[config.mk]
export PLATFORM = sky130hd
export DESIGN_NAME = mem_stage
export DESIGN_NICKNAME = d
export VERILOG_FILES = /design/src/rtl/mem_stage.sv
export SDC_FILE = /design/constraint.sdc
export NUM_CORES = 1
export LEC_CHECK = 0
export CAP_MARGIN = 10
export CORE_ASPECT_RATIO = 0.5
export CORE_UTILIZATION = 40
export DETAILED_ROUTE_END_ITERATION = 16
export PLACE_DENSITY = 0.74
export SKIP_LAST_GASP = 1
export SLEW_MARGIN = 20
export SYNTH_ARGS = -nofsm -noshare
export SYNTH_HDL_FRONTEND = slang
export SYNTH_SLANG_ARGS = --single-unit
[constraint.sdc]
create_clock -name clk_i -period 5.2 [get_ports clk_i]
set_clock_uncertainty 0.15 [all_clocks]
set_input_delay 1.3 -clock clk_i [delete_from_list [all_inputs] [get_ports clk_i]]
set_output_delay 1.3 -clock clk_i [all_outputs]
set_load 0.01 [all_outputs]
[src/rtl/mem_stage.sv]
// MEM pipeline stage: drives a request/ack data-memory port and stalls upstream
// while an access is outstanding. An outstanding access is aborted after MAX_WAIT
// un-acked cycles. A sticky error flag captures the first misaligned or timed-out address.
module mem_stage #(
    parameter int unsigned MAX_WAIT = 15
) (
    input  logic        clk_i,
    input  logic        rst_i,
    input  logic        MemRd_i,
    input  logic        MemWr_i,
    input  logic        MemtoReg_i,
    input  logic        RegWrite_i,
    input  logic [31:0] ALUResult_i,
    input  logic [31:0] MemData_i,
    input  logic [4:0]  WriteReg_i,
    output logic        mem_req_o,
    output logic        mem_we_o,
    output logic [31:0] mem_addr_o,
    output logic [31:0] mem_wdata_o,
    input  logic        mem_ack_i,
    input  logic [31:0] mem_rdata_i,
    output logic        stall_o,
    output logic        MemtoReg_o,
    output logic        RegWrite_o,
    output logic [31:0] ReadData_o,
    output logic [31:0] ALUResult_o,
    output logic [4:0]  WriteReg_o,
    output logic        err_o,
    output logic [31:0] err_addr_o
);

    typedef enum logic [0:0] {StIdle, StBusy} state_t;

    localparam logic [7:0] LastWait = 8'(MAX_WAIT - 1);

    state_t      stateQ, stateD;
    logic [7:0]  waitCntQ, waitCntD;
    logic        memReqQ, memReqD;
    logic        memWeQ, memWeD;
    logic [31:0] memAddrQ, memAddrD;
    logic [31:0] memWdataQ, memWdataD;
    // Control bits of the outstanding access, replayed into MEM/WB on completion
    logic        latMemtoRegQ, latMemtoRegD;
    logic        latRegWriteQ, latRegWriteD;
    logic [4:0]  latWriteRegQ, latWriteRegD;
    // MEM/WB register
    logic        memtoRegQ, memtoRegD;
    logic        regWriteQ, regWriteD;
    logic [31:0] readDataQ, readDataD;
    logic [31:0] aluResultQ, aluResultD;
    logic [4:0]  writeRegQ, writeRegD;
    logic        errQ, errD;
    logic [31:0] errAddrQ, errAddrD;
    logic        stall;
    logic        memOp;
    logic        aligned;

    assign memOp   = MemRd_i | MemWr_i;
    assign aligned = (ALUResult_i[1:0] == 2'b00);

    // Next-state, MEM/WB load selection and stall request
    always_comb begin
        stateD       = stateQ;
        waitCntD     = waitCntQ;
        memReqD      = memReqQ;
        memWeD       = memWeQ;
        memAddrD     = memAddrQ;
        memWdataD    = memWdataQ;
        latMemtoRegD = latMemtoRegQ;
        latRegWriteD = latRegWriteQ;
        latWriteRegD = latWriteRegQ;
        memtoRegD    = memtoRegQ;
        regWriteD    = regWriteQ;
        readDataD    = readDataQ;
        aluResultD   = aluResultQ;
        writeRegD    = writeRegQ;
        errD         = errQ;
        errAddrD     = errAddrQ;
        stall        = 1'b0;

        unique case (stateQ)
            StIdle: begin
                if (memOp) begin
                    // Bubble: control cleared, data outputs hold
                    memtoRegD = 1'b0;
                    regWriteD = 1'b0;
                    if (aligned) begin
                        stall        = 1'b1;
                        stateD       = StBusy;
                        waitCntD     = 8'd0;
                        memReqD      = 1'b1;
                        memWeD       = MemWr_i;
                        memAddrD     = ALUResult_i;
                        memWdataD    = MemData_i;
                        latMemtoRegD = MemtoReg_i;
                        latRegWriteD = RegWrite_i;
                        latWriteRegD = WriteReg_i;
                    end else if (!errQ) begin
                        errD     = 1'b1;
                        errAddrD = ALUResult_i;
                    end
                end else begin
                    memtoRegD  = MemtoReg_i;
                    regWriteD  = RegWrite_i;
                    readDataD  = 32'd0;
                    aluResultD = ALUResult_i;
                    writeRegD  = WriteReg_i;
                end
            end
            StBusy: begin
                memtoRegD = 1'b0;
                regWriteD = 1'b0;
                // Ack is checked first so it beats a timeout in the same cycle
                if (mem_ack_i) begin
                    memtoRegD  = latMemtoRegQ;
                    regWriteD  = latRegWriteQ;
                    writeRegD  = latWriteRegQ;
                    aluResultD = memAddrQ;
                    readDataD  = memWeQ ? 32'd0 : mem_rdata_i;
                    memReqD    = 1'b0;
                    waitCntD   = 8'd0;
                    stateD     = StIdle;
                end else if (waitCntQ == LastWait) begin
                    memReqD  = 1'b0;
                    waitCntD = 8'd0;
                    stateD   = StIdle;
                    if (!errQ) begin
                        errD     = 1'b1;
                        errAddrD = memAddrQ;
                    end
                end else begin
                    stall = 1'b1;
                    if (waitCntQ != 8'hFF) waitCntD = waitCntQ + 8'd1;
                end
            end
            default: stateD = StIdle;
        endcase
    end

    // All state updates; reset is synchronous and active-low
    always_ff @(posedge clk_i) begin
        if (!rst_i) begin
            stateQ       <= StIdle;
            waitCntQ     <= 8'd0;
            memReqQ      <= 1'b0;
            memWeQ       <= 1'b0;
            memAddrQ     <= 32'd0;
            memWdataQ    <= 32'd0;
            latMemtoRegQ <= 1'b0;
            latRegWriteQ <= 1'b0;
            latWriteRegQ <= 5'd0;
            memtoRegQ    <= 1'b0;
            regWriteQ    <= 1'b0;
            readDataQ    <= 32'd0;
            aluResultQ   <= 32'd0;
            writeRegQ    <= 5'd0;
            errQ         <= 1'b0;
            errAddrQ     <= 32'd0;
        end else begin
            stateQ       <= stateD;
            waitCntQ     <= waitCntD;
            memReqQ      <= memReqD;
            memWeQ       <= memWeD;
            memAddrQ     <= memAddrD;
            memWdataQ    <= memWdataD;
            latMemtoRegQ <= latMemtoRegD;
            latRegWriteQ <= latRegWriteD;
            latWriteRegQ <= latWriteRegD;
            memtoRegQ    <= memtoRegD;
            regWriteQ    <= regWriteD;
            readDataQ    <= readDataD;
            aluResultQ   <= aluResultD;
            writeRegQ    <= writeRegD;
            errQ         <= errD;
            errAddrQ     <= errAddrD;
        end
    end

    // Stall is suppressed while reset is asserted
    assign stall_o     = rst_i & stall;
    assign mem_req_o   = memReqQ;
    assign mem_we_o    = memWeQ;
    assign mem_addr_o  = memAddrQ;
    assign mem_wdata_o = memWdataQ;
    assign MemtoReg_o  = memtoRegQ;
    assign RegWrite_o  = regWriteQ;
    assign ReadData_o  = readDataQ;
    assign ALUResult_o = aluResultQ;
    assign WriteReg_o  = writeRegQ;
    assign err_o       = errQ;
    assign err_addr_o  = errAddrQ;

endmodule

==> impl_results.md <==
* Synth Area in XOR/XNOR at 0
* Top-count cell post-synth: nand2_1
* Clk pwr share at 0.371
* Tmin final at about 4600 ps
* Post-synth EDFFs at 0
* Critical Path Start Type: input pin
* Synth area leader: dfxtp_1
* Slew HR at 0.4374
* Setup TNS at 0 ps
* Synth Area in Simple Gates at 0.1595
* Seq cells post-synth at between 150 and 200
* Critical path class: in2out
* Clk buf depth at 2
* R2R Setup Slk at between 2000 and 3000 ps
* Starting Density at 0.4183
* Post-synthesis sequential area ratio at 0.5006
* Mux share of post-synthesis cell area at 0.04979
* WHS Path Cells at 2
* Worst Hold Path EP: ReadData_o[9]
* Core area at around 0.018 sq mm
* Reg2Reg Depth at 7
* Starting DRT DRC Count at slightly below 300
* Nets@finish at about 1200
* Final hold violation count at 0
* Routed vias at about 6600
* Synth top area cells: dfxtp_1, nand2_1, a21boi_1
* Antenna diode count at 0
* Clock sink count at roughly 190
* Cell variety after synth at 36
* Hold Path Class: reg2reg
* Setup violators final at 0
* Max Slew Vio Count at 0
* Setup Buffers After CTS at 0
* Antenna Nets Post-Route at 0
* Max FO, Critical Path at 5
* GP Congestion at between 0.7 and 0.8
* Adder-cell share of the synthesized area at 0.003364
* Share of power burned in registers at 0.465
* Buffers added on ports at roughly 280
* Synthesis-to-layout area growth at 46.64%
* Worst Tran Pin Value at ~840 ps
* Crit path capture type: output pin
* Commonest cells post-synth: nand2_1, dfxtp_1, a21boi_1
* Hold-fix buffers, CTS at 0
* Outcome: finished clean
* Syn. warnings at 0
* Pwr/cell area at just over 300 mW/mm^2
* Die H at just under 100 um
* Top FF cell, synth: dfxtp_1
* Cell row count at 34
* FF/Latch Area at between 0.003 and 0.004 sq mm
* Root buffer cell: clkbuf_16
* Initial antenna violation count at 0
* Switching power share of the total at 0.2570
* Die ar. at around 0.019 sq mm
* DRC viols at 0
* Vias in the first global route at around 6400
* Routed WL at ~21000 um
* CTS tree: yes
* Final Hold Slack at 298.3 ps
* Final critical-path share of the clock period at 0.8791
* Gr usage total at 0.2213
* Crit path DAT at 3120 ps
* Mapped Avg Cell Area at slightly above 9 sq um
* Asr flop ratio synth at 0
* Synth Area in Compound Gates at 0.2454
* Area share of the largest cell type after synthesis at 0.5006
* FF-to-FF End: err_addr_o[20]
* 1st-pass router iterations at 5
* RSZ-0062 raised after global routing: false
* Largest family of logic cells by synthesized area: compound AO/OA/AOI/OAI gates
* WP data required at about 3800 ps
* Die W at 194.9 um
* # Max-Cap Violations at 0
* Worst-path clk slew at about 60 ps
* CTS resizes at 0
* Peak supply drop at 0.0002538 V
* Filler cells at 1524
* Mapped cell area at about 0.0074 sq mm
* Area occupied by multi-input gates at roughly 0.0034 sq mm
* Pint at between 2 and 2.5 mW
* Leakage at ~4.5 nW
* Reg2reg start: stateQ
* Logic pwr share at 0.163
* TritonCTS Buffers at 17
* Psw at roughly 860 uW
* Max Freq at 218.7 MHz
* Global-route wire length before repair at 34060 um
* IO Pins at 279
* Wire length per cell at 16.46 um
* Pin count of the biggest net entering global routing at 72
* Synthesized net count at roughly 920
* Total gr overflow at 0
* Worst-skew pair later-pin latency at about 420 ps
* CTS HTree Levels at 4
* Layout cells sized above 1 at 0.05155
* Vias/cell at 5.110
* Post-DP HPWL at about 14000 um
* Gate Count Post-Synth at roughly 810
* Hold Crit Start: ReadData_o[9]
## state kept, by name (all words and copies together), names as in the netlist, 5 cells and up
| signal | count |
|---|---|
| mem_addr_o | 32 |
| waitCntQ | 8 |
| ALUResult_o | 32 |
| mem_wdata_o | 32 |
| WriteReg_o | 5 |
| ReadData_o | 32 |
| err_addr_o | 32 |
| latWriteRegQ | 5 |
## how the worst max path moves through the flow
stage                     endpoint  startpoint  cells past startpoint
after global placement     stall_o     MemWr_i                      5
final                      stall_o     MemWr_i                      5
after floorplan            stall_o     MemWr_i                      6
after CTS                  stall_o     MemWr_i                      5
after global routing       stall_o     MemWr_i                      5
after detailed placement   stall_o     MemWr_i                      5
## power groups by stage
stage                     combinational (mW)  clock, mW  sequential (mW)
after floorplan                        0.208          0             1.62
final                                  0.545       1.24             1.55
after global routing                   0.587       1.33             1.56
after global placement                 0.542          0             1.58
after CTS                              0.551       1.28             1.55
after detailed placement               0.549          0             1.58
## per-layer routing
layer / global-route usage / routed length, um / vias up
li1: - / - / 3297
met1: 0.2800 / 9768 / 3179
met2: 0.3852 / 10370 / 155
met3: 0.04620 / 1027 / 17
met4: 0.06057 / 255 / 0
met5: 0 / 0 / -
## cell usage in the layout (no fill, tap or decap), drive strengths merged, types with 3 or more instances in the layout
cell,n
and3,5
nand2,213
o31ai,4
buf,14
o211a,69
dfxtp,186
nand3,39
a21boi,105
o21ai,39
clkdlybuf4s50,277
mux2i,37
clkbuf,19
nor2,3
or2,3
clkinv,6
or4,4
o21a,3
a21oi,9
a211oi,3
inv,7
## layout make-up
class | count | area share
sequential | 186 | 0.3415
multi-input combinational | 555 | 0.3154
timing repair buffer | 291 | 0.2638
clock buffer | 19 | 0.04061
tap | 234 | 0.02684
clock inverter | 13 | 0.01078
inverter | 3 | 0.001032
## per-stage QoR
step	setup WS [ps]	total power, mW	utilization	std cells	area (sq um)
2_1_floorplan	1377	1.824	-	814	7438
3_3_place_gp	640.1	2.123	0.5819	1269	10350
3_5_place_dp	632.4	2.133	0.5819	1269	10350
4_1_cts	624.4	3.379	0.6134	1301	10910
5_1_grt	589.6	3.482	0.6134	1301	10910
6_report	628.4	3.335	0.6134	1301	10910
## critical path, cell delays in order
cell and delay [ps]:
clkdlybuf4s50_1 490, or2_1 380, and3_2 270, o21a_1 190, clkdlybuf4s50_1 490
## logic make-up (layout without fill, tap and decap cells)
logic type,after synthesis,after routing
AND/OR/NAND/NOR,281,281
AO/OA/AOI/OAI,235,235
flip-flops,186,186
buffers and inverters,73,326
multiplexers,37,37
adder cells (fa/ha/maj),2,2
Power figures use the tool's default switching activity.
